**src/rtl/packet_receiver_if.sv**
```systemverilog
// Purpose: bundles the serial line, flow-control and FIFO read-side signals of packet_receiver.
// Latency: none; this is wiring only.
// Backpressure: xoffOut travels upstream to the transmitter, rdEn pops the head word.
interface packet_receiver_if #(
  parameter int logDEPTH  = 4,
  parameter int WORDWIDTH = 58
);
  logic                 datIn;
  logic                 xoffOut;
  logic                 rdEn;
  logic [WORDWIDTH-1:0] pktDout;
  logic [3:0]           pktId;
  logic                 empty;
  logic [logDEPTH:0]    fifoCount;
  logic [15:0]          pktCnt;
  logic                 ovfErr;
  logic                 clrErr;

  // Host side: drives the line and the read/clear controls, observes status.
  modport master (
    output datIn, rdEn, clrErr,
    input  xoffOut, pktDout, pktId, empty, fifoCount, pktCnt, ovfErr
  );

  // Receiver side.
  modport slave (
    input  datIn, rdEn, clrErr,
    output xoffOut, pktDout, pktId, empty, fifoCount, pktCnt, ovfErr
  );
endinterface

```
**src/rtl/packet_receiver.sv**
```systemverilog
// Purpose: first-word-fall-through FIFO with occupancy count and full/almost-full flags.
// Latency: a written word is visible on rd_dat the cycle after the write edge.
// Backpressure: writes while full are ignored, and so are pops while empty.
module packet_receiver_fifo #(
  parameter int LOG_DEPTH = 4,
  parameter int WIDTH     = 58
) (
  input  logic                 clk,
  input  logic                 rst,
  input  logic                 wr_vld,
  input  logic [WIDTH-1:0]     wr_dat,
  input  logic                 rd_rdy,
  output logic [WIDTH-1:0]     rd_dat,
  output logic                 empty,
  output logic                 full,
  output logic                 almost_full,
  output logic [LOG_DEPTH:0]   count
);
  localparam int                 DEPTH    = 1 << LOG_DEPTH;
  localparam logic [LOG_DEPTH:0] FULL_CNT = DEPTH[LOG_DEPTH:0];
  localparam logic [LOG_DEPTH:0] AF_CNT   = FULL_CNT - 1'b1;

  logic [WIDTH-1:0]     mem [DEPTH];
  logic [LOG_DEPTH-1:0] wr_ptr;
  logic [LOG_DEPTH-1:0] rd_ptr;
  logic                 push;
  logic                 pop;

  // Flags come from the registered count, so full is the pre-read value.
  assign full        = (count == FULL_CNT);
  assign empty       = (count == '0);
  assign almost_full = (count >= AF_CNT);
  assign push        = wr_vld & ~full;
  assign pop         = rd_rdy & ~empty;
  assign rd_dat      = mem[rd_ptr];

  // Storage array: contents are don't-care after reset, so it has no reset.
  always_ff @(posedge clk) begin
    if (push) begin
      mem[wr_ptr] <= wr_dat;
    end
  end

  // Pointers wrap naturally at DEPTH; count tracks push/pop, unchanged when both fire.
  always_ff @(posedge clk) begin
    if (rst) begin
      wr_ptr <= '0;
      rd_ptr <= '0;
      count  <= '0;
    end else begin
      if (push) wr_ptr <= wr_ptr + 1'b1;
      if (pop)  rd_ptr <= rd_ptr + 1'b1;
      case ({push, pop})
        2'b10:   count <= count + 1'b1;
        2'b01:   count <= count - 1'b1;
        default: count <= count;
      endcase
    end
  end
endmodule

// Purpose: deserialises start-bit framed packets from the chain and queues them for the host.
// Latency: a word reaches pktDout the cycle after DONE, 60 cycles after its start bit.
// Backpressure: xoffOut is raised when full, or when almost full with a packet in flight.
module packet_receiver #(
  parameter int logDEPTH  = 4,
  parameter int WORDWIDTH = 58
) (
  input  logic              clk,
  input  logic              rst,
  packet_receiver_if.slave  bus
);
  localparam int               CNT_W    = $clog2(WORDWIDTH);
  localparam logic [CNT_W-1:0] LAST_BIT = CNT_W'(WORDWIDTH - 1);

  typedef enum logic [1:0] {
    S_IDLE  = 2'd0,
    S_SHIFT = 2'd1,
    S_DONE  = 2'd2
  } state_t;

  state_t               state_q;
  state_t               state_d;
  logic [CNT_W-1:0]     bit_cnt;
  logic [WORDWIDTH-1:0] shift_reg;
  logic [15:0]          pkt_cnt_q;
  logic                 ovf_err_q;

  logic                 pkt_wr_vld;
  logic                 pkt_drop;
  logic [WORDWIDTH-1:0] fifo_rd_dat;
  logic                 fifo_empty;
  logic                 fifo_full;
  logic                 fifo_almost_full;
  logic [logDEPTH:0]    fifo_count;

  // FSM state register.
  always_ff @(posedge clk) begin
    if (rst) begin
      state_q <= S_IDLE;
    end else begin
      state_q <= state_d;
    end
  end

  // FSM next state: a 1 in IDLE frames a packet, DONE is a single dead cycle.
  always_comb begin
    state_d = state_q;
    case (state_q)
      S_IDLE:  if (bus.datIn) state_d = S_SHIFT;
      S_SHIFT: if (bit_cnt == '0) state_d = S_DONE;
      S_DONE:  state_d = S_IDLE;
      default: state_d = S_IDLE;
    endcase
  end

  // FSM outputs: the DONE cycle either hands the word to the FIFO or drops it.
  always_comb begin
    pkt_wr_vld = 1'b0;
    pkt_drop   = 1'b0;
    if (state_q == S_DONE) begin
      if (fifo_full) begin
        pkt_drop = 1'b1;
      end else begin
        pkt_wr_vld = 1'b1;
      end
    end
  end

  // Shifter: bit_cnt names the payload bit currently on the line, MSB first.
  always_ff @(posedge clk) begin
    if (rst) begin
      bit_cnt   <= LAST_BIT;
      shift_reg <= '0;
    end else if (state_q == S_SHIFT) begin
      shift_reg <= {shift_reg[WORDWIDTH-2:0], bus.datIn};
      bit_cnt   <= (bit_cnt == '0) ? LAST_BIT : bit_cnt - 1'b1;
    end else begin
      bit_cnt   <= LAST_BIT;
    end
  end

  // Accepted-packet counter saturates at all-ones; clear beats a same-cycle accept.
  always_ff @(posedge clk) begin
    if (rst) begin
      pkt_cnt_q <= '0;
    end else if (bus.clrErr) begin
      pkt_cnt_q <= '0;
    end else if (pkt_wr_vld && (pkt_cnt_q != 16'hFFFF)) begin
      pkt_cnt_q <= pkt_cnt_q + 16'd1;
    end
  end

  // Sticky overflow flag; clear beats a same-cycle drop.
  always_ff @(posedge clk) begin
    if (rst) begin
      ovf_err_q <= 1'b0;
    end else if (bus.clrErr) begin
      ovf_err_q <= 1'b0;
    end else if (pkt_drop) begin
      ovf_err_q <= 1'b1;
    end
  end

  packet_receiver_fifo #(
    .LOG_DEPTH (logDEPTH),
    .WIDTH     (WORDWIDTH)
  ) u_fifo (
    .clk         (clk),
    .rst         (rst),
    .wr_vld      (pkt_wr_vld),
    .wr_dat      (shift_reg),
    .rd_rdy      (bus.rdEn),
    .rd_dat      (fifo_rd_dat),
    .empty       (fifo_empty),
    .full        (fifo_full),
    .almost_full (fifo_almost_full),
    .count       (fifo_count)
  );

  // xoff covers the packet already in flight when only one slot is left.
  assign bus.xoffOut   = fifo_full | (fifo_almost_full & (state_q != S_IDLE));
  assign bus.pktDout   = fifo_rd_dat;
  assign bus.pktId     = fifo_rd_dat[WORDWIDTH-1 -: 4];
  assign bus.empty     = fifo_empty;
  assign bus.fifoCount = fifo_count;
  assign bus.pktCnt    = pkt_cnt_q;
  assign bus.ovfErr    = ovf_err_q;
endmodule

```
**src/flat_wrapper.sv**
```systemverilog
// flat-port wrapper written by rule: the top's interface ports become plain ports
module packet_receiver_flat 
#(
  parameter int logDEPTH  = 4,
  parameter int WORDWIDTH = 58
)
  (clk, rst, bus_datIn, bus_rdEn, bus_clrErr, bus_xoffOut, bus_pktDout, bus_pktId, bus_empty, bus_fifoCount, bus_pktCnt, bus_ovfErr);
  packet_receiver_if #(.logDEPTH(logDEPTH), .WORDWIDTH(WORDWIDTH)) bus_i ();
  input  logic clk;
  input  logic rst;
  input wire logic [$bits(bus_i.datIn)-1:0] bus_datIn;
  input wire logic [$bits(bus_i.rdEn)-1:0] bus_rdEn;
  input wire logic [$bits(bus_i.clrErr)-1:0] bus_clrErr;
  output wire logic [$bits(bus_i.xoffOut)-1:0] bus_xoffOut;
  output wire logic [$bits(bus_i.pktDout)-1:0] bus_pktDout;
  output wire logic [$bits(bus_i.pktId)-1:0] bus_pktId;
  output wire logic [$bits(bus_i.empty)-1:0] bus_empty;
  output wire logic [$bits(bus_i.fifoCount)-1:0] bus_fifoCount;
  output wire logic [$bits(bus_i.pktCnt)-1:0] bus_pktCnt;
  output wire logic [$bits(bus_i.ovfErr)-1:0] bus_ovfErr;
  assign bus_i.datIn = bus_datIn;
  assign bus_i.rdEn = bus_rdEn;
  assign bus_i.clrErr = bus_clrErr;
  assign bus_xoffOut = bus_i.xoffOut;
  assign bus_pktDout = bus_i.pktDout;
  assign bus_pktId = bus_i.pktId;
  assign bus_empty = bus_i.empty;
  assign bus_fifoCount = bus_i.fifoCount;
  assign bus_pktCnt = bus_i.pktCnt;
  assign bus_ovfErr = bus_i.ovfErr;
  packet_receiver #(.logDEPTH(logDEPTH), .WORDWIDTH(WORDWIDTH)) u_core (.clk(clk), .rst(rst), .bus(bus_i));
endmodule
```
**config.mk**
```make
export PLATFORM = sky130hd
export DESIGN_NAME = packet_receiver_flat
export DESIGN_NICKNAME = d
export VERILOG_FILES = /design/src/rtl/packet_receiver_if.sv /design/src/rtl/packet_receiver.sv /design/src/flat_wrapper.sv
export SDC_FILE = /design/constraint.sdc
export NUM_CORES = 1
export LEC_CHECK = 0
export ABC_AREA = 1
export BUFFER_PORTS_ARGS = -buffer_cell sky130_fd_sc_hd__clkbuf_2
export CELL_PAD_IN_SITES_DETAIL_PLACEMENT = 1
export CELL_PAD_IN_SITES_GLOBAL_PLACEMENT = 1
export CORE_MARGIN = 2
export CORE_UTILIZATION = 40
export CTS_CLUSTER_DIAMETER = 150
export DETAILED_ROUTE_END_ITERATION = 6
export PLACE_DENSITY_LB_ADDON = 0.1
export SETUP_SLACK_MARGIN = 0.1
export SLEW_MARGIN = 20
export SYNTH_ARGS = -nofsm -noshare
export SYNTH_HDL_FRONTEND = slang
export SYNTH_SLANG_ARGS = --single-unit
export TNS_END_PERCENT = 10
```
**constraint.sdc**
```tcl
create_clock -name clk -period 10.7 [get_ports clk]
set_clock_uncertainty 0.15 [all_clocks]
set_input_delay 0 -clock clk [delete_from_list [all_inputs] [get_ports clk]]
set_output_delay 0 -clock clk [all_outputs]
set_load 0.02 [all_outputs]
```
==> metrics.txt, run 1 <==
status finished clean; Critical Path End bus_pktDout[21]; peak supply drop between 0.15 and 0.2 mV; crit path time final 4.61 ns; num rows 117; max-cap violations 0; worst path cell trace buf_4, buf_4, a21oi_1, o21ai_0, o21ai_0, o211ai_1, nand2_1, clkbuf_2; I/O pin count between 90 and 100; DRC violations left 0; Comb power frac between 20% and 30%; first-pass GRT wire length 164000 um; P_int approximately 0.0076 W; crit share post-route a little over two fifths; final setup fails 0; clk_lat worst skew 0.69 ns; crit-path max cell delay 1.04 ns; final wirelength 110000 um; Flop pwr share 42.7%; gr usage total 21.0%; routed vias 24.4k; top cells by area, synth edfxtp_1, mux2i_1, dfxtp_1; commonest cells in the netlist edfxtp_1, o21ai_0, inv_1; Worst Path Class, Setup flop to output pin; Power Density between 200 and 250 mW/mm^2; Fmax 0.217 GHz; slew margin rel. 25.0%; share of Yosys cell area claimed by the top area cell type between 60% and 70%; antenna viol nets, final 0; synthesized cell area a little over 0.04 sq mm; CP max stage cell dfxtp_4; asr flop ratio synth 0%; CTS Sinks 1028; clock-pin slew on the worst setup and hold paths ~0.060 ns; initial antenna violation count 0; CTS tree done; Post-synth EDFFs 928; drt wl/cell 24.3 um; r2r startpoint u_core.u_fifo.count[0]$_SDFFE_PP0P_; Worst Max-Slew Pin Slew 1.12 ns; vias in the first global route between 20k and 30k; Area growth, synth to finish 13.3%; Main synth FF type edfxtp_1; Remaining Overflow, GRT 0; Distinct cells, synth 34; first-pass iteration count of the detailed router 5; crit start category flop; Mapped Nets between 3k and 4k; Setup Total Neg Slack 0 ns; share of cells above drive strength 1 10.6%; chip height 324 um; reg-to-reg slack, setup ~7.1 ns; CP Data Required Time 10.55 ns; endpoint class of the critical path output pin; most numerous cell in the Yosys netlist edfxtp_1; Root Driver clkbuf_16; Hold Vio Cnt, Final 0; Synth Register Bits 1028; die area roughly 0.10 sq mm; Worst Hold Depth 4; Final GP Congestion about 0.73; Filler Cell Count 10.2k; reg2reg path depth 7; clk buf depth 3; CP Max Fanout 83; CP Depth 8; P_leak 15.9 nW; Num CTS Buffers 110; core area between 0.1 and 0.15 sq mm; Ys Warns 0; Post-DP Area 0.0426 sq mm; H-tree Lvls 3; max reg flops 928; initial core utilization 40.3%; min-delay worst type input port to flop; Final #Nets 3067; post-synthesis sequential area ratio roughly 73%; unrepaired setup endpoints after global routing no; post-synthesis area per instance 13.7 sq um; Post-CTS Setup Bufs 0; post-synth top area cell edfxtp_1; cell area after layout 0.0463 sq mm; largest net degree at the start of global routing 144; Arr. time, crit path approximately 4.5 ns; capturing point of the worst reg2reg path u_core.u_fifo.mem[10][27]$_DFFE_PP_; Via density 5.40; switching power between 0.003 and 0.004 W; Clk pwr share 35.1%; initial drt markers approximately 1.8k; Mapped Cells 2991; post-detail-place hpwl 53900 um; Bufs and invs on worst path 3; Die W 324 um; Top Family by Delay on Critical Path buffers and inverters; Slew Viols, Final 0; Port Buffer Count 90; Net Sw Frac 31.0%
-- repair_timing --
action | CTS | global route
endpoints found under the hold margin | 45 | 0
gates resized for setup | 0 | 0
endpoints found under the setup margin | 0 | 0
hold buffers | 6 | 0
-- per-stage QoR --
stage | std cells | setup WS [ns] | hold slack, ns | util, % | total power, W
global placement | 4301 | 6.82 | 0.166 | 41.9 | 0.00714
global route | 4517 | 5.65 | 0.0879 | 45.6 | 0.0115
CTS | 4517 | 6.00 | 0.0177 | 45.6 | 0.0111
floorplan | 2991 | 6.59 | -0.0105 | - | 0.00651
finish | 4518 | 6.09 | 0.0959 | 45.6 | 0.0109
detailed placement | 4302 | 6.75 | 0.171 | 41.9 | 0.00722
-- tightest hold or removal path, delay by kind of cell --
kind	cells	cell delay [ns]
compound gates	1	0.12
simple gates	1	0.09
buf+inv	2	0.69
-- how the worst min path moves through the flow --
| stage | from | endpoint | slack (ns) |
|---|---|---|---|
| floorplan | bus_datIn | u_core.state_q[0]$_SDFFE_PP0P_ | -0.01 |
| global placement | bus_datIn | u_core.state_q[0]$_SDFFE_PP0P_ | 0.17 |
| detailed placement | bus_datIn | u_core.state_q[0]$_SDFFE_PP0P_ | 0.17 |
| CTS | bus_datIn | u_core.shift_reg[0]$_SDFFE_PP0N_ | 0.02 |
| global route | bus_datIn | u_core.shift_reg[0]$_SDFFE_PP0N_ | 0.09 |
| finish | bus_datIn | u_core.shift_reg[0]$_SDFFE_PP0N_ | 0.1 |
-- cells by family (layout without fill, tap and decap cells) --
logic type	count (synthesis)	in the layout	share of synthesized area, %
DFF	1028	1028	73.0
xor gates and xnor gates	8	8	0.171
muxes	232	232	5.68
and+or+nand+nor	399	399	4.11
adders and majority gates	10	10	0.306
other	0	1	0
AOI/OAI and AO/OA	842	842	11.8
buffers and inverters	472	630	4.94
-- final cells by class --
| type | instances | area, sq um | share of cell area [%] |
|---|---|---|---|
| sequential | 1028 | 29900 | 64.5 |
| multi-input combinational | 1491 | 9130 | 19.7 |
| clock buffer | 160 | 3090 | 6.67 |
| tap | 1368 | 1710 | 3.69 |
| inverter | 280 | 1060 | 2.30 |
| timing repair buffer | 141 | 881 | 1.90 |
| clock inverter | 49 | 584 | 1.26 |
| antenna | 1 | 2.50 | 0.00540 |
-- power by group through the flow --
stage                     registers, W  clock network (W)  logic [W]
final                          0.00468            0.00385    0.00242
after global routing           0.00470            0.00409    0.00269
after CTS                      0.00468            0.00393    0.00246
after detailed placement       0.00477                  0    0.00245
after global placement         0.00475                  0    0.00239
after floorplan                0.00464                  0    0.00187
-- routing by layer --
metal	routed length [um]	track usage [%]
met5	0	0
met4	2120	5.56
met3	3410	2.56
met2	54300	35.9
met1	50200	28.5
-- placed cells by master (no fill, tap or decap), types with 92 or more instances in the layout --
cell         n
mux2i_1    232
nand3_1     92
nand2_1    107
o211ai_1   232
o21ai_0    334
dfxtp_1     96
edfxtp_1   928
a21oi_1    254
clkbuf_16  110
inv_1      272
nor2_1     159
No activity file was read; power rests on OpenSTA's default activity.
==> run 2: changes to the inputs <==
--- a/config.mk
+++ b/config.mk
@@ -5,7 +5,7 @@
 export SDC_FILE = /design/constraint.sdc
 export NUM_CORES = 1
 export LEC_CHECK = 0
-export ABC_AREA = 1
+export ABC_AREA = 0
 export BUFFER_PORTS_ARGS = -buffer_cell sky130_fd_sc_hd__clkbuf_2
 export CELL_PAD_IN_SITES_DETAIL_PLACEMENT = 1
 export CELL_PAD_IN_SITES_GLOBAL_PLACEMENT = 1
==> constraint.sdc (replaced) <==
create_clock -name clk -period 4.2 [get_ports clk]
set_clock_uncertainty 0.15 [all_clocks]
set_input_delay 0 -clock clk [delete_from_list [all_inputs] [get_ports clk]]
set_output_delay 0 -clock clk [all_outputs]
set_load 0.02 [all_outputs]
==> run 2 against run 1 <==
- clock power increased to 2.5 times the previous value
- critical path depth is 4 lower
- non-clock buffer count up 20
- first-iteration DRC count is 18% lower
- critical path type unchanged
- largest cell class unchanged
- highest routed layer unchanged
==> metrics.txt, run 2 <==
Worst Max-Slew Pin Slew 1.06 ns; CP most frequent cell mux4_2; combinational family with the most area after synthesis multiplexers; Distinct cells, synth 47; most numerous cell in the Yosys netlist edfxtp_1; final wirelength 92600 um; worst path cell trace buf_12, mux4_2, mux4_2, clkbuf_2; Final #Nets 1981; Final WS setup 0.734 ns; synthesized cell area 0.0388 sq mm; min-delay worst type input port to flop; Main synth FF type edfxtp_1; chip height roughly 320 um; clk buf depth 3; post-synthesis sequential area ratio approximately 77%; Synth Register Bits ~1k; Remaining Overflow, GRT 0; CTS tree done; CTS Sinks 1028; core area between 0.09 and 0.1 sq mm; share of cells above drive strength 1 31.1%; crit share post-route around 83%; initial drt markers 1480; simple-gate share of the synthesized area roughly 2.7%; unrepaired setup endpoints after global routing no; max reg flops 928; initial antenna violation count 0; vias in the first global route 20.1k; status finished clean; commonest non-fill, non-tap cell in the layout edfxtp_1; share of Yosys cell area claimed by the top area cell type 71.8%; post-synth top area cell edfxtp_1; commonest cells in the netlist edfxtp_1, mux4_2, nand2_1; max-cap violations 0; drt wl/cell 27.7 um; first-pass GRT wire length about 140000 um; utilization after layout 46.7%; gr usage total 19.1%; CP Data Required Time 4.05 ns; Fmax 0.288 GHz; Ys Warns 0; most frequent cells in the layout edfxtp_1, mux4_2, nand2_1, clkbuf_16, dfxtp_1; clock-pin slew on the worst setup and hold paths 0.06 ns; post-detail-place hpwl just under 50000 um; diode count 0; Post-synth EDFFs 928; Root Driver clkbuf_16; Worst Path Class, Setup flop to output pin; Via density 5.45; crit start category flop; antenna viol nets, final 0; Hold Vio Cnt, Final 0; post-CTS sizing 0; I/O pin count 91; DRC violations left 0; top cells by area, synth edfxtp_1, mux4_2, dfxtp_1; Mapped Cells roughly 1.8k; largest net degree at the start of global routing 63; adder-cell area share of the yosys netlist less than 1%; crit-path max cell delay 0.87 ns; die area 0.0995 sq mm; routed vias 18.2k; clk_lat worst skew 0.70 ns; Synth Area in Compound Gates ~1.3%; Arr. time, crit path 3.32 ns; asr flop ratio synth 0%; CP Max Fanout 31; Area growth, synth to finish 16.1%; Slew Viols, Final 0; post-synthesis mux area share between 15 and 20%; num rows 114; Final GP Congestion 0.719; slew margin rel. approximately 29%; CP max stage cell dfxtp_4; xor and xnor fraction of the mapped netlist area less than 1%; initial core utilization 40.2%; H-tree Lvls 3; Place WS about 0.74 ns; Mapped Nets 1810; post-synthesis area per instance 21.6 sq um; Power Density 462 mW/mm^2; crit path time final between 3 and 4 ns; final setup fails 0; endpoint class of the critical path output pin; Die W between 300 and 400 um; P_leak about 14 nW; Port Buffer Count 90; first-pass iteration count of the detailed router 5; Num CTS Buffers 109; peak supply drop roughly 0.34 mV
run 2: cell count changes after synthesis, moves of 16 or more:
cell / delta
o21ai_0: -329
clkbuf_1: -37
mux2i_1: -229
a21oi_1: -188
o21ai_1: -17
o211ai_1: -231
nand2_1: +31
buf_6: -16
buf_2: -23
nand3_1: -87
nor2_1: -128
mux4_2: +290
inv_1: -268
run 2: stage by stage:
stage               setup TNS [ns]  total power [W]  hold WS, ns  std cells  area, sq um
floorplan                  -247.89           0.0112      -0.0140       1795        38800
global placement                 0           0.0113        0.153       3125        41300
detailed placement               0           0.0113        0.162       3125        41300
CTS                              0           0.0210       0.0503       3337        45000
global route                     0           0.0214       0.0637       3337        45000
finish                           0           0.0208       0.0976       3337        45000
run 2: final cells by class:
type / count / area [sq um]
Clock buffer: 148 / 3010
Clock inverter: 58 / 617
Fill cell: 8756 / 51400
Inverter: 7 / 26.3
Multi-Input combinational cell: 659 / 8600
Sequential cell: 1028 / 29900
Tap cell: 1276 / 1600
Timing Repair Buffer: 161 / 1290
run 2: what timing repair did:
action / in CTS / in global routing
buffers inserted: 0 / 0
hold endpoints to repair: 67 / 0
hold buffers: 6 / 0
run 2: worst paths after layout:
path / startpoint / end / slack [ns] / cells past startpoint
setup / recovery: flop / bus_pktDout[55] / 0.73 / 4
hold / removal: bus_datIn / u_core.state_q[0]$_SDFFE_PP0P_ / 0.1 / 4
hold reg to reg: u_core.bit_cnt[0]$_SDFF_PP1_ / u_core.bit_cnt[0]$_SDFF_PP1_ / 0.25 / 1
setup reg to reg: u_core.u_fifo.count[1]$_SDFFE_PP0P_ / u_core.u_fifo.count[4]$_SDFFE_PP0P_ / 0.74 / 10
run 2: where the power goes:
group          switching (W)   total, W  leakage [nW]  internal, W
clock network        0.00397    0.00972          1.79      0.00575
logic              0.0000658  0.0000797          2.74    0.0000139
registers         0.00000719     0.0110          9.40       0.0110
run 2: critical path: cells and delay by family (launching register included):
family,cells,cell delay [ns]
buf+inv,2,0.54
mux,2,1.14
flops,1,0.87
run 2: kinds of logic after synthesis:
kind of cell,Yosys count
AND/OR/NAND/NOR,241
multiplexers,293
XOR/XNOR,25
flip-flops,1028
buffers and inverters,108
AO/OA/AOI/OAI,90
adder cells (fa/ha/maj),10
run 2: routing by layer:
| layer | wire length (um) | global-route usage, % | vias up |
|---|---|---|---|
| met5 | 0 | 0 | - |
| met4 | 1760 | 5.03 | 0 |
| met3 | 3650 | 3.20 | 118 |
| met2 | 45900 | 31.2 | 321 |
| met1 | 41300 | 26.8 | 9973 |
| li1 | - | - | 7768 |
==> run 3: changes to the inputs <==
==> constraint.sdc (replaced) <==
create_clock -name clk -period 3.6 [get_ports clk]
set_clock_uncertainty 0.15 [all_clocks]
set_input_delay 0 -clock clk [delete_from_list [all_inputs] [get_ports clk]]
set_output_delay 0 -clock clk [all_outputs]
set_load 0.02 [all_outputs]
==> run 3 against run 2 <==
- clock-buffer cell count increased by 21
- critical path depth is 7 higher
- power increased by 14%
- critical path type is now flop to flop
- register-to-register slack lost 0.36 ns
- highest routed layer unchanged
- sequential power increased by 16%
- hold slack better by 0.021 ns
- final cell count decreased by 0.12%
- flip-flop and latch count stayed put
- global-route usage down 0.47 points
- via count down 0.67%
- first-iteration DRC count fell by 4.3%
==> metrics.txt, run 3 (same netlist as run 2, synthesis figures left out) <==
vias in the first global route 20.0k; min-delay worst type input port to flop; Place WS roughly 0.28 ns; max reg flops 928; clk buf depth 3; die area 0.0995 sq mm; commonest non-fill, non-tap cell in the layout edfxtp_1; slew margin rel. 27.1%; share of cells above drive strength 1 30.5%; unrepaired setup endpoints after global routing no; peak supply drop a little under 0.4 mV; largest net degree at the start of global routing 65; chip height roughly 320 um; Via density 5.42; Power Density 529 mW/mm^2; crit share post-route 89.5%; P_leak 13.8 nW; core area 0.0964 sq mm; Num CTS Buffers 108; cell area after layout 0.0449 sq mm; Worst Max-Slew Pin Slew 1.09 ns; clock-pin slew on the worst setup and hold paths 0.06 ns; # placed instances 3125; initial core utilization around two fifths; met2 wire length 44600 um; Final GP Congestion 0.731; Hold Vio Cnt, Final 0; Slew Viols, Final 0; most frequent cells in the layout edfxtp_1, mux4_2, nand2_1, clkbuf_16, dfxtp_1; FF/Latch Area 0.0299 sq mm; CTS tree done; final setup fails 0; first-pass iteration count of the detailed router 5; status finished clean; CTS Sinks 1028; post-detail-place hpwl 46100 um; final wirelength 90700 um; first-pass GRT wire length 135000 um; top routing layer used met4; Final Non-Filler Cells around 3.3k; H-tree Lvls 3; CP Data Required Time between 4 and 5 ns; antenna viol nets, final 0; Area growth, synth to finish 15.8%; max-cap violations 0; DRC violations left 0; Worst Path Class, Setup flop to flop; Post-DP Area roughly 0.041 sq mm; Arr. time, crit path 3.66 ns; Port Buffer Count 90; diode count 0; endpoint class of the critical path flop; initial antenna violation count 0; Die W 315 um; Routed met3 length 3260 um; Tot Pwr about 0.024 W; Filler Cell Count 8758; crit path time final 3.22 ns; Final WS setup roughly 0.38 ns; drt wl/cell 27.2 um; clk_lat worst skew 0.66 ns; initial drt markers roughly 1.4k; gr usage total about a fifth; CP Max Fanout 11; crit start category flop; Final #Nets 1979; utilization after layout 46.6%; I/O pin count 91; num rows roughly 110; Remaining Overflow, GRT 0; routed vias 18.1k; Root Driver clkbuf_16; Fmax 0.310 GHz; Multi-input gate area 0.00864 sq mm; WL met1 41400 um
-- run 3: cell count changes in the layout (fill, tap and decap cells not counted), moves of 3 or more --
cell / previous run / this run
clkbuf_1: 25 / 43
buf_12: 23 / 26
buf_4: 43 / 40
clkinv_1: 13 / 9
bufinv_16: 12 / 6
clkinv_2: 25 / 16
-- run 3: layer usage --
metal / up-vias / global-route usage (%)
li1: 7744 / -
met1: 9884 / 26.5
met3: 108 / 2.61
met5: - / 0
met2: 323 / 30.5
met4: 0 / 4.49
-- run 3: area by class of cell --
| type | count | area share [%] |
|---|---|---|
| clock buffer | 169 | 7.00 |
| tap | 1276 | 3.55 |
| timing repair buffer | 160 | 2.93 |
| sequential | 1028 | 66.5 |
| inverter | 7 | 0.0585 |
| multi-input combinational | 659 | 19.2 |
| clock inverter | 34 | 0.707 |
-- run 3: worst paths after layout --
| kind | cells after the start | slack (ns) | endpoint | from |
|---|---|---|---|---|
| worst max-delay path | 11 | 0.38 | u_core.u_fifo.count[4]$_SDFFE_PP0P_ | u_core.u_fifo.count[0]$_SDFFE_PP0P_ |
| worst min register to register | 1 | 0.26 | u_core.bit_cnt[0]$_SDFF_PP1_ | u_core.bit_cnt[0]$_SDFF_PP1_ |
| worst min-delay path | 4 | 0.12 | u_core.shift_reg[0]$_SDFFE_PP0N_ | bus_datIn |
| worst max register to register | 11 | 0.38 | u_core.u_fifo.count[4]$_SDFFE_PP0P_ | u_core.u_fifo.count[0]$_SDFFE_PP0P_ |
-- run 3: through the flow --
step	setup TNS [ns]	hold WS (ns)
detailed placement	0	0.158
finish	0	0.118
global placement	0	0.145
floorplan	-585.85	-0.0140
CTS	0	0.0645
global route	0	0.117
-- run 3: report_power, final --
group	switching [W]	leakage, nW	internal [W]
clock	0.00444	1.69	0.00640
combinational	0.0000798	2.73	0.0000175
sequential	0.00000616	9.40	0.0128
-- run 3: worst max-delay path, stage by stage (launching register included) --
cell     delay [ns]
dfxtp_1        0.38
or4_4          0.60
o21ai_4        0.15
inv_1          0.11
ha_1           0.22
buf_4          0.18
xor2_1         0.15
ha_1           0.19
a31oi_2        0.22
o31ai_1        0.13
or4_1          0.52
a21oi_1        0.15
-- run 3: repair_timing --
action                                  in CTS  in global routing
hold buffers                                 5                  0
endpoints found under the setup margin       0                  1
gates resized for setup                      0                  5
hold endpoints to repair                    69                  0
setup buffers                                0                  0
